===== config.mk =====
export PLATFORM = sky130hd
export DESIGN_NAME = down_fir_seq
export DESIGN_NICKNAME = d
export VERILOG_FILES = /design/src/rtl/down_fir_pkg.sv /design/src/rtl/down_fir_stall_cnt.sv /design/src/rtl/down_fir_seq.sv
export SDC_FILE = /design/constraint.sdc
export NUM_CORES = 1
export LEC_CHECK = 0
export BUFFER_PORTS_ARGS = -buffer_cell sky130_fd_sc_hd__buf_2
export CAP_MARGIN = 30
export CORE_MARGIN = 2
export CORE_UTILIZATION = 44
export CTS_BUF_LIST = sky130_fd_sc_hd__clkbuf_8
export DETAILED_ROUTE_END_ITERATION = 6
export PLACE_DENSITY_LB_ADDON = 0.1
export SYNTH_ARGS = -nofsm -noshare
export SYNTH_HDL_FRONTEND = slang
export SYNTH_SLANG_ARGS = --single-unit
export TNS_END_PERCENT = 1

===== constraint.sdc =====
create_clock -name bck882 -period 1.7 [get_ports bck882]
set_input_delay 0.34 -clock bck882 [delete_from_list [all_inputs] [get_ports bck882]]
set_output_delay 0.34 -clock bck882 [all_outputs]
set_load 0.02 [all_outputs]

===== src/rtl/down_fir_pkg.sv =====
// Shared types and default sizing for the 88.2k->44.1k decimation FIR sequencer.
package down_fir_pkg;

  localparam int DOWN_NTAP    = 126;
  localparam int DOWN_MAC_LAT = 1;
  localparam int DOWN_ADDR_W  = 7;

  typedef enum logic [2:0] {
    S_FILL,
    S_SHIFT,
    S_MAC,
    S_FLUSH,
    S_OUT
  } down_seq_state_t;

endpackage


===== src/rtl/down_fir_stall_cnt.sv =====
// Saturating count of output-stall cycles plus a sticky flag raised when the count reaches 255.
module down_fir_stall_cnt (
  input  logic       bck882,
  input  logic       reset_n,
  input  logic       inc,
  input  logic       clr,
  output logic [7:0] cnt,
  output logic       ovf
);

  always_ff @(posedge bck882 or negedge reset_n) begin
    if (!reset_n) begin
      cnt <= 8'd0;
      ovf <= 1'b0;
    end else if (clr) begin
      cnt <= 8'd0;
      ovf <= 1'b0;
    end else if (inc && cnt != 8'hFF) begin
      cnt <= cnt + 8'd1;
      // Flag goes up on the same edge the count lands on 255.
      if (cnt == 8'hFE) ovf <= 1'b1;
    end
  end

endmodule


===== src/rtl/down_fir_seq.sv =====
// Frame sequencer for the decimation FIR: two-pair fill, history shift, NTAP MAC steps, flush, output handshake.
// Optional output-stall counter is built when DOWN_FIR_SEQ_STALL_EN is defined.
module down_fir_seq
  import down_fir_pkg::*;
#(
  parameter int NTAP    = DOWN_NTAP,
  parameter int MAC_LAT = DOWN_MAC_LAT,
  parameter int ADDR_W  = DOWN_ADDR_W
) (
  input  logic              bck882,
  input  logic              reset_n,
  input  logic              enable,
  input  logic              mode_882,
  input  logic              in_valid,
  output logic              in_ready,
  output logic              load_sel,
  output logic              shift_en,
  output logic [ADDR_W-1:0] rom_addr,
  output logic              use_882,
  output logic              mac_en,
  output logic              acc_clr,
  output logic              out_valid,
  input  logic              out_ready,
  output logic              busy
`ifdef DOWN_FIR_SEQ_STALL_EN
  ,
  input  logic              stall_clr,
  output logic [7:0]        stall_cnt,
  output logic              stall_ovf
`endif
);

  localparam int FL_W = (MAC_LAT > 1) ? $clog2(MAC_LAT) : 1;
  localparam logic [FL_W-1:0]   FL_LAST = FL_W'(MAC_LAT - 1);
  localparam logic [ADDR_W-1:0] K_LAST  = ADDR_W'(NTAP - 1);

  down_seq_state_t   state;
  logic              fill_cnt;
  logic              run_q;
  logic [ADDR_W-1:0] k;
  logic [FL_W-1:0]   fl_cnt;
  logic              accept;

  // run_q keeps in_ready low for the first cycle after reset release.
  assign in_ready = (state == S_FILL) & enable & run_q;
  assign load_sel = (state == S_FILL) & fill_cnt;
  assign accept   = in_valid & in_ready;

  always_ff @(posedge bck882 or negedge reset_n) begin
    if (!reset_n) begin
      state     <= S_FILL;
      fill_cnt  <= 1'b0;
      run_q     <= 1'b0;
      k         <= '0;
      fl_cnt    <= '0;
      shift_en  <= 1'b0;
      rom_addr  <= '0;
      use_882   <= 1'b0;
      mac_en    <= 1'b0;
      acc_clr   <= 1'b0;
      out_valid <= 1'b0;
      busy      <= 1'b0;
    end else begin
      run_q <= 1'b1;
      case (state)
        S_FILL: begin
          if (accept) begin
            fill_cnt <= ~fill_cnt;
            if (fill_cnt) begin
              state    <= S_SHIFT;
              shift_en <= 1'b1;
              busy     <= 1'b1;
            end
          end
        end
        S_SHIFT: begin
          shift_en <= 1'b0;
          use_882  <= mode_882;
          k        <= '0;
          rom_addr <= '0;
          mac_en   <= 1'b1;
          acc_clr  <= 1'b1;
          state    <= S_MAC;
        end
        S_MAC: begin
          acc_clr <= 1'b0;
          if (k == K_LAST) begin
            mac_en <= 1'b0;
            fl_cnt <= '0;
            state  <= S_FLUSH;
          end else begin
            k        <= k + 1'b1;
            rom_addr <= k + 1'b1;
          end
        end
        S_FLUSH: begin
          if (fl_cnt == FL_LAST) begin
            out_valid <= 1'b1;
            state     <= S_OUT;
          end else begin
            fl_cnt <= fl_cnt + 1'b1;
          end
        end
        S_OUT: begin
          if (out_ready) begin
            out_valid <= 1'b0;
            busy      <= 1'b0;
            fill_cnt  <= 1'b0;
            state     <= S_FILL;
          end
        end
        default: state <= S_FILL;
      endcase
    end
  end

`ifdef DOWN_FIR_SEQ_STALL_EN
  down_fir_stall_cnt u_stall (
    .bck882  (bck882),
    .reset_n (reset_n),
    .inc     (out_valid & ~out_ready),
    .clr     (stall_clr),
    .cnt     (stall_cnt),
    .ovf     (stall_ovf)
  );
`endif

endmodule


Yosys cells after proc, flatten, opt, wreduce, memory -nomap -nowiden
Cells that the tools add are included.

Bits in registers: 19. Bits in latches: 0. RAM bits: 0. Memory bits (read-only): 0. Bits of input ports: 6. Output and inout bits: 15. Word-level logic and storage cells: 65. Memories: 0.

Add/sub/neg operators: 2. Multipliers: 0. Div/mod/pow operators: 0. $lt $le $gt $ge: 0. Equality and inequality tests: 11. Shift-type cells: 0. Mux-type cells: 22. Bitwise gates (word level): 5. Reductions and logical operators: 14.

Operators with widths (count): 2-to-1 mux 3 bit (5); one-hot mux 3 bit (5 select lines) (1); one-hot mux 1 bit (2 select lines) (7); one-hot mux 7 bit (2 select lines) (1); inequality test 2 bit (second input constant) (6); nonzero test 2 bit (5); AND reduction 3 bit (3); adder 7 x 1 -> 7 bit (second input constant) (1); == test 7 bit (second input constant) (1); 2-to-1 mux 1 bit (7); 2-to-1 mux 7 bit (1); == test 3 x 2 -> 1 bit (second input constant) (2); AND reduction 2 bit (3); AND reduction 5 bit (1); bitwise AND 1 bit (4); AND reduction 4 bit (1); == test 3 x 1 -> 1 bit (second input constant) (1); == test 3 bit (second input constant) (1); zero test 3 bit (1); adder 1 bit (second input constant) (1); inverter 1 bit (1).

Depth between registers and ports, before layout
Depth in word-level cells: 6. Depth in mapped cells: 5. Gate-level depth less buffers: 5.

Least setup slack after synthesis
No wires, ideal clock.

Path type: flip-flop to flip-flop. Start: reg state[0]. End: reg k[3]. Setup time: 0.137 ns. Arrival: 1.380 ns. Required time: 1.563 ns. Setup slack: 0.183 ns. Cell stages (with the launch flop): 6. Path buffers: 1. Clock period less this slack: 1.517 ns. Path through: dfrtp_1 -> buf_6 -> or3b_4 -> a31oi_4 -> nand4_1 -> mux2i_1.

Cells in the longest elaborated chain, start to end: 3. Elaborated cells between the ends (all ways): 6. Those cells by class: eq/ne (3); mux (1); reduce/logical (2).

RTL lines: from (decl) (RTL line down_fir_seq.sv:37) `down_seq_state_t state;`; from (signal assigned) (RTL line down_fir_seq.sv:51) `state <= S_FILL;`; from (signal assigned) (RTL line down_fir_seq.sv:70) `state <= S_SHIFT;`; from (signal assigned) (RTL line down_fir_seq.sv:83) `state <= S_MAC;`; == test 3 x 2 -> 1 bit or == test 3 x 1 -> 1 bit (tied branches) (RTL line down_fir_seq.sv:65) `case (state)`; inequality test 2 bit (no line) or nonzero test 2 bit (tied branches); AND reduction 2 bit (no line); to (signal assigned) (RTL line down_fir_seq.sv:92) `k <= k + 1'b1;`; to (decl) (RTL line down_fir_seq.sv:40) `logic [ADDR_W-1:0] k;`.

Parallel ways exist; a longest one is shown, timed or not. A chain may end at the register's enable or synchronous reset.

Worst setup path after layout
Start: reg state[2]. End: out in_ready.

Cells in the longest elaborated chain, start to end: 3.

RTL lines: zero test 3 bit (RTL line down_fir_seq.sv:45) `assign in_ready = (state == S_FILL) & enable & run_q;`; bitwise AND 1 bit (2 in a row) (RTL line down_fir_seq.sv:45); to (decl) (RTL line down_fir_seq.sv:15) `output logic in_ready,`.

Every way passes these cells.

==> results.toml <==
[critical_path]
timing.rr.start = "state[2]"
cp.required_ps = 1360
arrival_ps = 1290
r2r_slack_ps = 190
r2r_end = "k[4]"
critPathMaxStageDelay_ps = 400
cp_cell_sequence = "buf_6, nor3_4, and3_1, buf_4"
ff2ff_path_depth = 4
critPathBufInv = 2
cp_top_family = "flip-flops"
cp_max_fo = 10
worst-setup-path-type = "flop to output pin"
start_kind = "flop"
end_kind = "output pin"
cpMaxStageDelayCell = "dfrtp_1"

[placed_design]
place_congestion = 0.772
post-place-ws_ps = 204
port_buffers = 20
hpwl_um = 1300
placedCellCount = 138

[routing]
post-route-drc-count = 0
wl_um = 1790
dr.first_iter.drc_count = 10
drtAntennaViolNets = 0
num_vias = 723
routed_via_density = 5.13
avgRoutedWirePerCell_um = 12.7
drtPass1Iterations = 4

[finish]
layout.nets = 124
syn2layout_area_growth_pct = 23.2
finalCoreUtilization = 0.567
antennaDiodeCount = 0
layout_common_cells = "18 x dfrtp_1, 18 x buf_2, 16 x nand2_1, 6 x o21ai_0"
final.fill_count = 196
stdcell_count = 141
drive_above_1_share = 0.281

[yosys]
synthDistinctLibCells = 28
ys_seq_area_frac = 0.509
yosys-top-cells-area = "dfrtp_1 51%, nand2_1 6.8%, mux2i_1 5.7%"
synth_seq_cells = 18
synth_area_um2 = 885
yosys_warnings = 0
avgSynthCellArea_um2 = 9.83
synth_top_area_share = 0.509
synth_cells = 90
yosys.area.top_type = "dfrtp_1"
synth_fp_nets = 98

[cts]
cts_tree = "built"
clockRootBuffer = "clkbuf_8"
htreeDepth = 1
hold_buffers = 0
clk_latency_ps = 250
cts_buffers = 3
cts_setup_buffers = 0
clkSinkCount = 18
cts.path.max_buffers = 2
cts.clk_slew.worst_paths_ps = 60

[power]
peakVddDrop_mv = 0.899
power_density_mw_per_mm2 = 1690
leakage_nw = 0.540

[grt]
grt_overflow = 0
grt_pass1_wl_um = 3140
grt_util_all_layers = 0.170
grt_max_degree = 19
grt_pass1_vias = 710
antenna_found_initial = 0

[timing]
max_freq_mhz = 614
final-setup-viol-count = 0
finalWorstSetupSlack_ps = 71.2
timing.final.hold_violations = 0
setup_tns_ps = 0
fin_crit_sh = 0.958
layout_min_cycle_time_ps = 1630
finalClockSkew_ps = 1.61
maxSlewViolCount = 0

[run_status]
status = "finished, final reports clean"

[floorplanning]
start_util = 0.460
dieArea_mm2 = 0.00239
die_h_um = 48.8
die_w_um = 48.8
io_pins = 21
row_count = 16
core_region_area_mm2 = 0.00192

[hold_path]
hp-class = "primary input to async pin"

[run]
drv_cap = 0
==> through the flow <==
step	hold slack (ps)	instance area [um^2]	total power [mW]
floorplan	44.4	885	1.26
global placement	290	1020	1.49
detailed placement	289	1020	1.51
CTS	22.4	1060	1.80
global route	40.1	1090	1.99
finish	13.2	1090	1.84
==> state kept, by name (all words and copies together) (netlist names) <==
signal and count:
state 3, use_882 1, out_valid 1, run_q 1
k 7, acc_clr 1, fill_cnt 1, busy 1
shift_en 1, mac_en 1
==> logic make-up (layout without fill, tap and decap cells) <==
family / count (synthesis) / count (layout) / synth area share
compound gates: 16 / 16 / 0.123
fa+ha+maj: 2 / 2 / 0.0283
buf+inv: 8 / 32 / 0.0509
flops: 18 / 18 / 0.509
mux: 5 / 5 / 0.0566
other cells: 1 / 1 / 0.00424
simple gates: 40 / 40 / 0.228
==> Yosys cell counts (all sizes together) <==
library cell	count
nor3b	1
nand3	4
a21oi	5
mux2i	5
dfrtp	18
o21a	1
o21ai	6
nand3b	1
nand4	5
and3	1
a21boi	1
ha	2
nor4	1
conb	1
or3b	1
inv	5
clkbuf	1
a32oi	1
and4	1
buf	2
a31oi	1
nor3	1
nor2	5
and2	1
nand2b	1
nand2	17
a31o	1
==> layout make-up <==
type                       count  area, um^2  area share
clock buffer                   3        41.3      0.0379
tap                           27        33.8      0.0310
inverter                       5        18.8      0.0172
timing repair buffer          24         143       0.131
multi-input combinational     64         403       0.370
sequential                    18         450       0.413
==> power by group <==
group	switching (mW)	leakage (nW)	total, mW	internal (mW)
Sequential	0.139	0.222	0.715	0.576
Combinational	0.495	0.297	0.837	0.342
Clock	0.129	0.0216	0.286	0.157
==> routing by layer <==
| metal | global-route usage | part of all wire | up-vias |
|---|---|---|---|
| met5 | 0 | 0 | - |
| met2 | 0.256 | 0.46 | 15 |
| li1 | - | - | 361 |
| met1 | 0.245 | 0.49 | 345 |
| met3 | 0.0368 | 0.036 | 2 |
| met4 | 0.0571 | 0.010 | 0 |
==> timing repair <==
action	4_1_cts	5_1_grt
gates resized for setup	0	7
endpoints found under the setup margin	0	2
hold endpoints to repair	0	0
==> worst register-to-register path: stages (launching register included) <==
cell,delay [ps]
dfrtp_1,400
or3b_4,430
a31oi_4,270
nand4_1,160
mux2i_1,140
==> how the worst max path moves through the flow <==
stage / start / to / cells after the start
floorplan: state[0] / k[3] / 5
global placement: state[2] / k[3] / 4
detailed placement: state[2] / k[3] / 4
CTS: state[2] / load_sel / 4
global route: state[2] / in_ready / 4
finish: state[2] / in_ready / 4
Power figures use the tool's default switching activity.
